`src/rtl/uart_tx_buffered_pkg.sv`:
```
// Shared definitions for the buffered console UART transmitter:
// serializer state encoding and the default baud divider.
package uart_tx_buffered_pkg;

    // Clocks per bit for a 100 MHz system clock at 115200 baud.
    localparam int unsigned UART_TX_BAUD_PERIOD = 868;

    // Serializer FSM states, 2-bit encoding.
    typedef enum logic [1:0] {
        IDLE  = 2'd0,
        START = 2'd1,
        DATA  = 2'd2,
        STOP  = 2'd3
    } uart_state_e;

endpackage : uart_tx_buffered_pkg

```
`src/rtl/sync_fifo.sv`:
```
// Single-clock FIFO with registered full/empty flags and a show-ahead
// read port (dout always presents the head entry).
// DEPTH must be a power of 2 (minimum 2) so the pointers wrap by overflow.
// A push while full is ignored, even if a pop happens on the same edge.
module sync_fifo #(
    parameter int WIDTH = 8,
    parameter int DEPTH = 8
) (
    input  logic             clk,
    input  logic             sync_reset,
    input  logic             push,
    input  logic             pop,
    input  logic [WIDTH-1:0] din,
    output logic [WIDTH-1:0] dout,
    output logic             full,
    output logic             empty
);

    localparam int PTR_W = $clog2(DEPTH);
    localparam int CNT_W = $clog2(DEPTH + 1);

    logic [WIDTH-1:0] mem_q [DEPTH];
    logic [PTR_W-1:0] wr_ptr_q, wr_ptr_d;
    logic [PTR_W-1:0] rd_ptr_q, rd_ptr_d;
    logic [CNT_W-1:0] count_q, count_d;
    logic             full_q, full_d;
    logic             empty_q, empty_d;
    logic             push_ok;
    logic             pop_ok;

    // Next pointer/count/flag values; acceptance uses the flags from before this edge.
    always_comb begin
        // NOTE: every signal assigned here gets a default first, so no path leaves one unassigned and no latch is inferred.
        push_ok  = push && !full_q;
        pop_ok   = pop && !empty_q;
        wr_ptr_d = wr_ptr_q;
        rd_ptr_d = rd_ptr_q;
        count_d  = count_q;

        if (push_ok) begin
            wr_ptr_d = wr_ptr_q + PTR_W'(1);
        end
        if (pop_ok) begin
            rd_ptr_d = rd_ptr_q + PTR_W'(1);
        end

        case ({push_ok, pop_ok})
            2'b10:   count_d = count_q + CNT_W'(1);
            2'b01:   count_d = count_q - CNT_W'(1);
            default: count_d = count_q;
        endcase

        full_d  = (count_d == CNT_W'(DEPTH));
        empty_d = (count_d == '0);
    end

    // Control state register with synchronous reset.
    always_ff @(posedge clk) begin
        // NOTE: state registers use non-blocking assignments so every flop samples pre-edge values regardless of block order.
        if (sync_reset) begin
            wr_ptr_q <= '0;
            rd_ptr_q <= '0;
            count_q  <= '0;
            full_q   <= 1'b0;
            empty_q  <= 1'b1;
        end else begin
            wr_ptr_q <= wr_ptr_d;
            rd_ptr_q <= rd_ptr_d;
            count_q  <= count_d;
            full_q   <= full_d;
            empty_q  <= empty_d;
        end
    end

    // Storage write port.
    always_ff @(posedge clk) begin
        // NOTE: the storage array is deliberately not reset; a slot is only read after it has been written.
        if (push_ok) begin
            mem_q[wr_ptr_q] <= din;
        end
    end

    assign dout  = mem_q[rd_ptr_q];
    assign full  = full_q;
    assign empty = empty_q;

endmodule : sync_fifo

```
`src/rtl/uart_tx_buffered.sv`:
```
// Buffered 8N1 UART transmitter. CPU byte writes land in a sync_fifo and a
// serializer drains it onto a registered TXD line, LSB first. When the FIFO
// still holds data at the end of a stop bit, the next start bit follows
// with no idle gap.
module uart_tx_buffered
    import uart_tx_buffered_pkg::*;
#(
    parameter int unsigned BAUD_PERIOD = UART_TX_BAUD_PERIOD,
    parameter int unsigned FIFO_DEPTH  = 8
) (
    input  logic       clk,
    input  logic       sync_reset,
    input  logic       enable_in,
    input  logic [7:0] data_in,
    output logic       full,
    output logic       empty,
    output logic       busy,
    output logic       overflow,
    output logic       TXD
);

    localparam logic [15:0] BAUD_RELOAD = 16'(BAUD_PERIOD - 1);

    uart_state_e state_q, state_d;
    logic [7:0]  shift_q, shift_d;
    logic [2:0]  bit_cnt_q, bit_cnt_d;
    logic [15:0] baud_cnt_q, baud_cnt_d;
    logic        txd_q, txd_d;
    logic        overflow_q, overflow_d;

    logic        fifo_pop;
    logic [7:0]  fifo_dout;
    logic        fifo_full;
    logic        fifo_empty;

    sync_fifo #(
        .WIDTH (8),
        .DEPTH (FIFO_DEPTH)
    ) u_fifo (
        .clk        (clk),
        .sync_reset (sync_reset),
        .push       (enable_in),
        .pop        (fifo_pop),
        .din        (data_in),
        .dout       (fifo_dout),
        .full       (fifo_full),
        .empty      (fifo_empty)
    );

    // Serializer state register; reset abandons any frame and forces the line idle.
    always_ff @(posedge clk) begin
        if (sync_reset) begin
            state_q    <= IDLE;
            shift_q    <= '0;
            bit_cnt_q  <= '0;
            baud_cnt_q <= '0;
            txd_q      <= 1'b1;
            overflow_q <= 1'b0;
        end else begin
            state_q    <= state_d;
            shift_q    <= shift_d;
            bit_cnt_q  <= bit_cnt_d;
            baud_cnt_q <= baud_cnt_d;
            txd_q      <= txd_d;
            overflow_q <= overflow_d;
        end
    end

    // Next-state logic: bit timing, shifting and FIFO pops.
    always_comb begin
        state_d    = state_q;
        shift_d    = shift_q;
        bit_cnt_d  = bit_cnt_q;
        baud_cnt_d = baud_cnt_q;
        fifo_pop   = 1'b0;

        case (state_q)
            IDLE: begin
                if (!fifo_empty) begin
                    fifo_pop   = 1'b1;
                    shift_d    = fifo_dout;
                    bit_cnt_d  = '0;
                    baud_cnt_d = BAUD_RELOAD;
                    state_d    = START;
                end
            end
            START: begin
                if (baud_cnt_q == '0) begin
                    baud_cnt_d = BAUD_RELOAD;
                    state_d    = DATA;
                end else begin
                    baud_cnt_d = baud_cnt_q - 16'd1;
                end
            end
            DATA: begin
                if (baud_cnt_q == '0) begin
                    shift_d    = {1'b0, shift_q[7:1]};
                    bit_cnt_d  = bit_cnt_q + 3'd1;
                    baud_cnt_d = BAUD_RELOAD;
                    if (bit_cnt_q == 3'd7) begin
                        state_d = STOP;
                    end
                end else begin
                    baud_cnt_d = baud_cnt_q - 16'd1;
                end
            end
            STOP: begin
                if (baud_cnt_q == '0) begin
                    if (!fifo_empty) begin
                        // Chain straight into the next frame.
                        fifo_pop   = 1'b1;
                        shift_d    = fifo_dout;
                        bit_cnt_d  = '0;
                        baud_cnt_d = BAUD_RELOAD;
                        state_d    = START;
                    end else begin
                        state_d = IDLE;
                    end
                end else begin
                    baud_cnt_d = baud_cnt_q - 16'd1;
                end
            end
            default: begin
                state_d = IDLE;
            end
        endcase
    end

    // Output logic: TXD level for the upcoming state (registered) and sticky overflow.
    always_comb begin
        case (state_d)
            START:   txd_d = 1'b0;
            DATA:    txd_d = shift_d[0];
            default: txd_d = 1'b1;
        endcase
        overflow_d = overflow_q || (enable_in && fifo_full);
    end

    assign TXD      = txd_q;
    assign full     = fifo_full;
    assign empty    = fifo_empty;
    assign overflow = overflow_q;
    assign busy     = (state_q != IDLE) || !fifo_empty;

endmodule : uart_tx_buffered
```
`config.mk`:
```
export PLATFORM = sky130hd
export DESIGN_NAME = uart_tx_buffered
export DESIGN_NICKNAME = d
export VERILOG_FILES = /design/src/rtl/uart_tx_buffered_pkg.sv /design/src/rtl/sync_fifo.sv /design/src/rtl/uart_tx_buffered.sv
export SDC_FILE = /design/constraint.sdc
export NUM_CORES = 1
export LEC_CHECK = 0
export ABC_AREA = 1
export CELL_PAD_IN_SITES_DETAIL_PLACEMENT = 1
export CELL_PAD_IN_SITES_GLOBAL_PLACEMENT = 2
export CORE_MARGIN = 1
export CORE_UTILIZATION = 42
export DETAILED_ROUTE_END_ITERATION = 10
export PLACE_DENSITY = 0.86
export SLEW_MARGIN = 20
export SYNTH_ARGS = -nofsm -noshare
export SYNTH_HDL_FRONTEND = slang
export SYNTH_SLANG_ARGS = --single-unit
export TNS_END_PERCENT = 20
```
`constraint.sdc`:
```
create_clock -name clk -period 6.4 [get_ports clk]
set_input_delay 1.6 -clock clk [delete_from_list [all_inputs] [get_ports clk]]
set_output_delay 1.6 -clock clk [all_outputs]
set_load 0.01 [all_outputs]
```
==> impl_metrics.prom <==
# TYPE chip_impl_metric gauge
chip_impl_info{name="status",value="completed"} 1
chip_impl_metric{name="slowest_delay",unit="ns"} 0.48
chip_impl_metric{name="synth_cell_types",unit=""} 39
chip_impl_metric{name="worst_pin_slew",unit="ns"} 0.8016
chip_impl_metric{name="buffer_ports.inserted",unit=""} 15
chip_impl_metric{name="final.setup.tns",unit="ns"} 0
chip_impl_info{name="min_path_type",value="register to register"} 1
chip_impl_metric{name="dp_hpwl",unit="microns"} 9329
chip_impl_metric{name="placeable_core_region",unit="sq um"} 12110
chip_impl_metric{name="post_cts_setup_buffers",unit=""} 0
chip_impl_metric{name="seq_area_frac_synth",unit="%"} 53.97
chip_impl_metric{name="max-clock-path-buffers",unit=""} 2
chip_impl_metric{name="setup_viol_count_final",unit=""} 0
chip_impl_metric{name="synth.cell_area",unit="sq um"} 5268
chip_impl_info{name="ordered_list_of_cells_on_the_worst_path",value="clkdlybuf4s50_1, inv_1, nor2_1, inv_1, ha_1, nand2_1, inv_1, nor2_1, ha_1, a21oi_1, xor2_1, mux2i_1, nand3_1, nand2_1, nand2_1, inv_1"} 1
chip_impl_metric{name="finalHoldViolCount",unit=""} 0
chip_impl_info{name="post_synth_main_area_contributors",value="sky130_fd_sc_hd__edfxtp_1 36%, sky130_fd_sc_hd__dfxtp_1 17%, sky130_fd_sc_hd__nand2_1 10%"} 1
chip_impl_metric{name="num_io_pins",unit=""} 16
chip_impl_metric{name="worstPathMaxFanout",unit=""} 6
chip_impl_metric{name="min_period",unit="ns"} 3.610
chip_impl_info{name="yosysTopAreaCell",value="sky130_fd_sc_hd__edfxtp_1"} 1
chip_impl_metric{name="area.growth.synth_to_final",unit="%"} 12.07
chip_impl_info{name="timing.critical_path.max_delay_family",value="buffers and inverters"} 1
chip_impl_metric{name="grt_pass1_wl",unit="microns"} 21090
chip_impl_metric{name="power-per-cell-area",unit="nW/um^2"} 443.5
chip_impl_metric{name="cts_hold_repair.buffers",unit=""} 0
chip_impl_metric{name="yosys_warnings",unit=""} 0
chip_impl_metric{name="die_span_y",unit="microns"} 114.0
chip_impl_metric{name="cts.clk_slew.worst_paths",unit="ns"} 0.08
chip_impl_metric{name="layout.nets",unit=""} 628
chip_impl_metric{name="synth.net_count",unit=""} 617
chip_impl_metric{name="worst_ep_required_time",unit="ns"} 6.69
chip_impl_info{name="setup.worst_path.class",value="primary input to register"} 1
chip_impl_metric{name="post_drt_via_cell_ratio",unit=""} 5.112
chip_impl_metric{name="numCtsBuffers",unit=""} 9
chip_impl_metric{name="crit_buf_inv",unit=""} 5
chip_impl_metric{name="antenna_found_initial",unit=""} 0
chip_impl_info{name="clock_tree_from_tritoncts",value="done"} 1
chip_impl_metric{name="1st_pass_router_iterations",unit=""} 4
chip_impl_metric{name="groute.layer.met1.usage",unit="%"} 29.93
chip_impl_metric{name="die_w",unit="microns"} 114.0
chip_impl_metric{name="max_clock_freq",unit="GHz"} 0.2770
chip_impl_metric{name="final-instance-count-excl-fill",unit=""} 777
chip_impl_metric{name="drive_gt1_share",unit="%"} 8.867
chip_impl_metric{name="synth.ff_latch_count",unit=""} 110
chip_impl_metric{name="worst_ep_arrival_time",unit="ns"} 3.90
chip_impl_metric{name="finalWirelength",unit="microns"} 12910
chip_impl_metric{name="final.fill_count",unit=""} 1434
chip_impl_info{name="root_buffer_master",value="sky130_fd_sc_hd__clkbuf_16"} 1
chip_impl_metric{name="dieArea",unit="sq um"} 12990
chip_impl_info{name="cp_slowest_cell",value="sky130_fd_sc_hd__clkdlybuf4s50_1"} 1
chip_impl_metric{name="worst_slew_margin_rel",unit="%"} 46.23
chip_impl_metric{name="final_period_util",unit="%"} 56.40
chip_impl_metric{name="largest_clock_skew_in_the_final_design",unit="ns"} 0.005943
chip_impl_metric{name="timing_max_transition_violations_final",unit=""} 0
chip_impl_metric{name="dr.first_iter.drc_count",unit=""} 153
chip_impl_metric{name="post_cts_resize_count",unit=""} 0
chip_impl_metric{name="grt_start_max_net_pins",unit=""} 39
chip_impl_info{name="top_usage_layer",value="met2"} 1
chip_impl_metric{name="drt-wirelength-per-cell",unit="microns"} 16.62
chip_impl_info{name="ys.flop_type",value="sky130_fd_sc_hd__edfxtp_1"} 1
chip_impl_metric{name="initial_utilization",unit="%"} 43.49
chip_impl_metric{name="clkSinkCount",unit=""} 110
chip_impl_metric{name="clk-insertion-delay-late",unit="ns"} 0.34
chip_impl_metric{name="rd_place_congestion",unit=""} 0.7674
chip_impl_metric{name="syn_area_per_cell",unit="sq um"} 8.883
chip_impl_info{name="critical_path.most_common_cell",value="sky130_fd_sc_hd__inv_1"} 1
chip_impl_metric{name="drc",unit=""} 0
chip_impl_metric{name="dp.cells",unit=""} 761
chip_impl_metric{name="area_share_of_the_leading_cell_type_in_the_synthesized_netlist",unit="%"} 36.48
chip_impl_metric{name="grt_usage",unit="%"} 21.52
chip_impl_metric{name="report.power.total",unit="mW"} 2.618
chip_impl_metric{name="global_route.overflow_total",unit=""} 0
chip_impl_metric{name="synth_enable_flop_cells",unit=""} 64
chip_impl_metric{name="grt_util_met2",unit="%"} 34.55
chip_impl_metric{name="vias_after_detailed_routing",unit=""} 3972
chip_impl_metric{name="netlist_instances",unit=""} 593
chip_impl_metric{name="antenna_cells_inserted",unit=""} 0
chip_impl_metric{name="maxCapViolations",unit=""} 0
chip_impl_metric{name="synth-async-reset-ratio",unit="%"} 0
chip_impl_metric{name="number_of_global_route_vias_before_repair",unit=""} 4053
chip_impl_info{name="timing.critical_path.to_type",value="register"} 1
chip_impl_metric{name="placement_rows",unit=""} 40
chip_impl_metric{name="drt.antenna.violating_nets",unit=""} 0
chip_impl_metric{name="grt_use_met3",unit="%"} 3.985
chip_impl_info{name="startpoint_type",value="primary input"} 1
chip_impl_info{name="rsz0062_at_grt",value="no"} 1
chip_impl_metric{name="ir_drop",unit="mV"} 0.2244
chip_impl_metric{name="cts.htree.levels",unit=""} 3
chip_impl_metric{name="power.static_leakage",unit="nW"} 2.385
[worst paths after layout]
kind                             start                         to  slack (ns)  cells past startpoint
min          bit_cnt_q[2]$_SDFFE_PP0P_  bit_cnt_q[2]$_SDFFE_PP0P_        0.48                      2
max reg2reg    u_fifo.empty$_SDFF_PP1_    u_fifo.empty$_SDFF_PP1_        3.44                     15
max                          enable_in    u_fifo.empty$_SDFF_PP1_        2.79                     16
min reg2reg  bit_cnt_q[2]$_SDFFE_PP0P_  bit_cnt_q[2]$_SDFFE_PP0P_        0.48                      2
[synthesized netlist by cell type, types with 2 or more instances]
master	instances
sky130_fd_sc_hd__a21oi_1	34
sky130_fd_sc_hd__buf_1	2
sky130_fd_sc_hd__buf_2	6
sky130_fd_sc_hd__buf_4	2
sky130_fd_sc_hd__clkbuf_1	7
sky130_fd_sc_hd__dfxtp_1	46
sky130_fd_sc_hd__edfxtp_1	64
sky130_fd_sc_hd__ha_1	13
sky130_fd_sc_hd__inv_1	55
sky130_fd_sc_hd__mux2i_1	2
sky130_fd_sc_hd__nand2_1	147
sky130_fd_sc_hd__nand2_2	2
sky130_fd_sc_hd__nand2_4	3
sky130_fd_sc_hd__nand3_1	57
sky130_fd_sc_hd__nand3_2	3
sky130_fd_sc_hd__nand3_4	2
sky130_fd_sc_hd__nand4_1	5
sky130_fd_sc_hd__nor2_1	64
sky130_fd_sc_hd__nor2_2	2
sky130_fd_sc_hd__nor2_4	5
sky130_fd_sc_hd__o21ai_0	24
sky130_fd_sc_hd__o21ai_1	9
sky130_fd_sc_hd__o21ai_2	2
sky130_fd_sc_hd__or2_2	11
sky130_fd_sc_hd__xnor2_1	6
sky130_fd_sc_hd__xor2_1	7
[metal layers]
metal	wire length, microns	part of all wire, %	vias up
li1	-	-	1978
met1	6197	48	1921
met2	6036	47	62
met3	522	4.0	11
met4	156	1.2	0
met5	0	0	-
[worst min-delay path, delay by kind of cell, from the launching register on]
family,cells,cell delay [ns]
flops,1,0.32
compound gates,1,0.05
simple gates,1,0.06
[cell type report]
cell class	instances	area, sq um	share of cell area (%)
repair buffers	17	165.2	2.798
well taps	168	210.2	3.561
multi-input cells	408	2123	35.97
clock inverters	7	113.9	1.929
inverters	58	222.7	3.773
clock buffers	9	225.2	3.815
flip-flops and latches	110	2843	48.16
[where the power goes]
group          leakage [nW]  switching (mW)  total (mW)  internal [mW]
Combinational          1.26           0.692        1.06          0.366
Clock                 0.165           0.267       0.620          0.353
Sequential            0.957          0.0968       0.940          0.843
[logic make-up (layout without fill, tap and decap cells)]
group | count (synthesis) | count (layout) | share of synthesized area [%]
and+or+nand+nor | 306 | 306 | 27.08
muxes | 2 | 2 | 0.3801
xor gates and xnor gates | 13 | 13 | 2.162
buffers and inverters | 75 | 91 | 5.724
AOI/OAI and AO/OA | 74 | 74 | 7.601
adders and majority gates | 13 | 13 | 3.088
DFF | 110 | 110 | 53.97
[layout by cell type (no fill, tap or decap), types with 2 or more instances in the layout]
master,count
sky130_fd_sc_hd__a21oi_1,34
sky130_fd_sc_hd__buf_4,2
sky130_fd_sc_hd__bufinv_16,2
sky130_fd_sc_hd__clkbuf_16,9
sky130_fd_sc_hd__clkdlybuf4s50_1,15
sky130_fd_sc_hd__clkinv_4,2
sky130_fd_sc_hd__dfxtp_1,46
sky130_fd_sc_hd__edfxtp_1,64
sky130_fd_sc_hd__ha_1,13
sky130_fd_sc_hd__inv_1,55
sky130_fd_sc_hd__inv_6,2
sky130_fd_sc_hd__mux2i_1,2
sky130_fd_sc_hd__nand2_1,147
sky130_fd_sc_hd__nand2_2,2
sky130_fd_sc_hd__nand2_4,3
sky130_fd_sc_hd__nand3_1,57
sky130_fd_sc_hd__nand3_2,3
sky130_fd_sc_hd__nand3_4,2
sky130_fd_sc_hd__nand4_1,5
sky130_fd_sc_hd__nor2_1,64
sky130_fd_sc_hd__nor2_2,2
sky130_fd_sc_hd__nor2_4,5
sky130_fd_sc_hd__o21ai_0,24
sky130_fd_sc_hd__o21ai_1,9
sky130_fd_sc_hd__o21ai_2,2
sky130_fd_sc_hd__or2_2,11
sky130_fd_sc_hd__xnor2_1,6
sky130_fd_sc_hd__xor2_1,7
[sequential cells by signal, indices dropped and copies added (netlist names), named ones only]
register	cells
TXD	1
baud_cnt_q	16
bit_cnt_q	3
overflow	1
shift_q	8
state_q	2
u_fifo.count_q	4
u_fifo.empty	1
u_fifo.full	1
u_fifo.mem_q	64
u_fifo.rd_ptr_q	3
u_fifo.wr_ptr_q	3
[stage by stage]
step	area [sq um]	util [%]	hold WS, ns	setup slack [ns]
after floorplan	5268	-	0.4329	3.237
after global placement	5564	45.94	0.4444	2.585
after detailed placement	5564	45.94	0.4712	2.435
after CTS	5903	48.74	0.4821	2.802
after global routing	5903	48.74	0.5019	2.570
final	5903	48.74	0.4773	2.790
(Power assumes the default switching activity.)
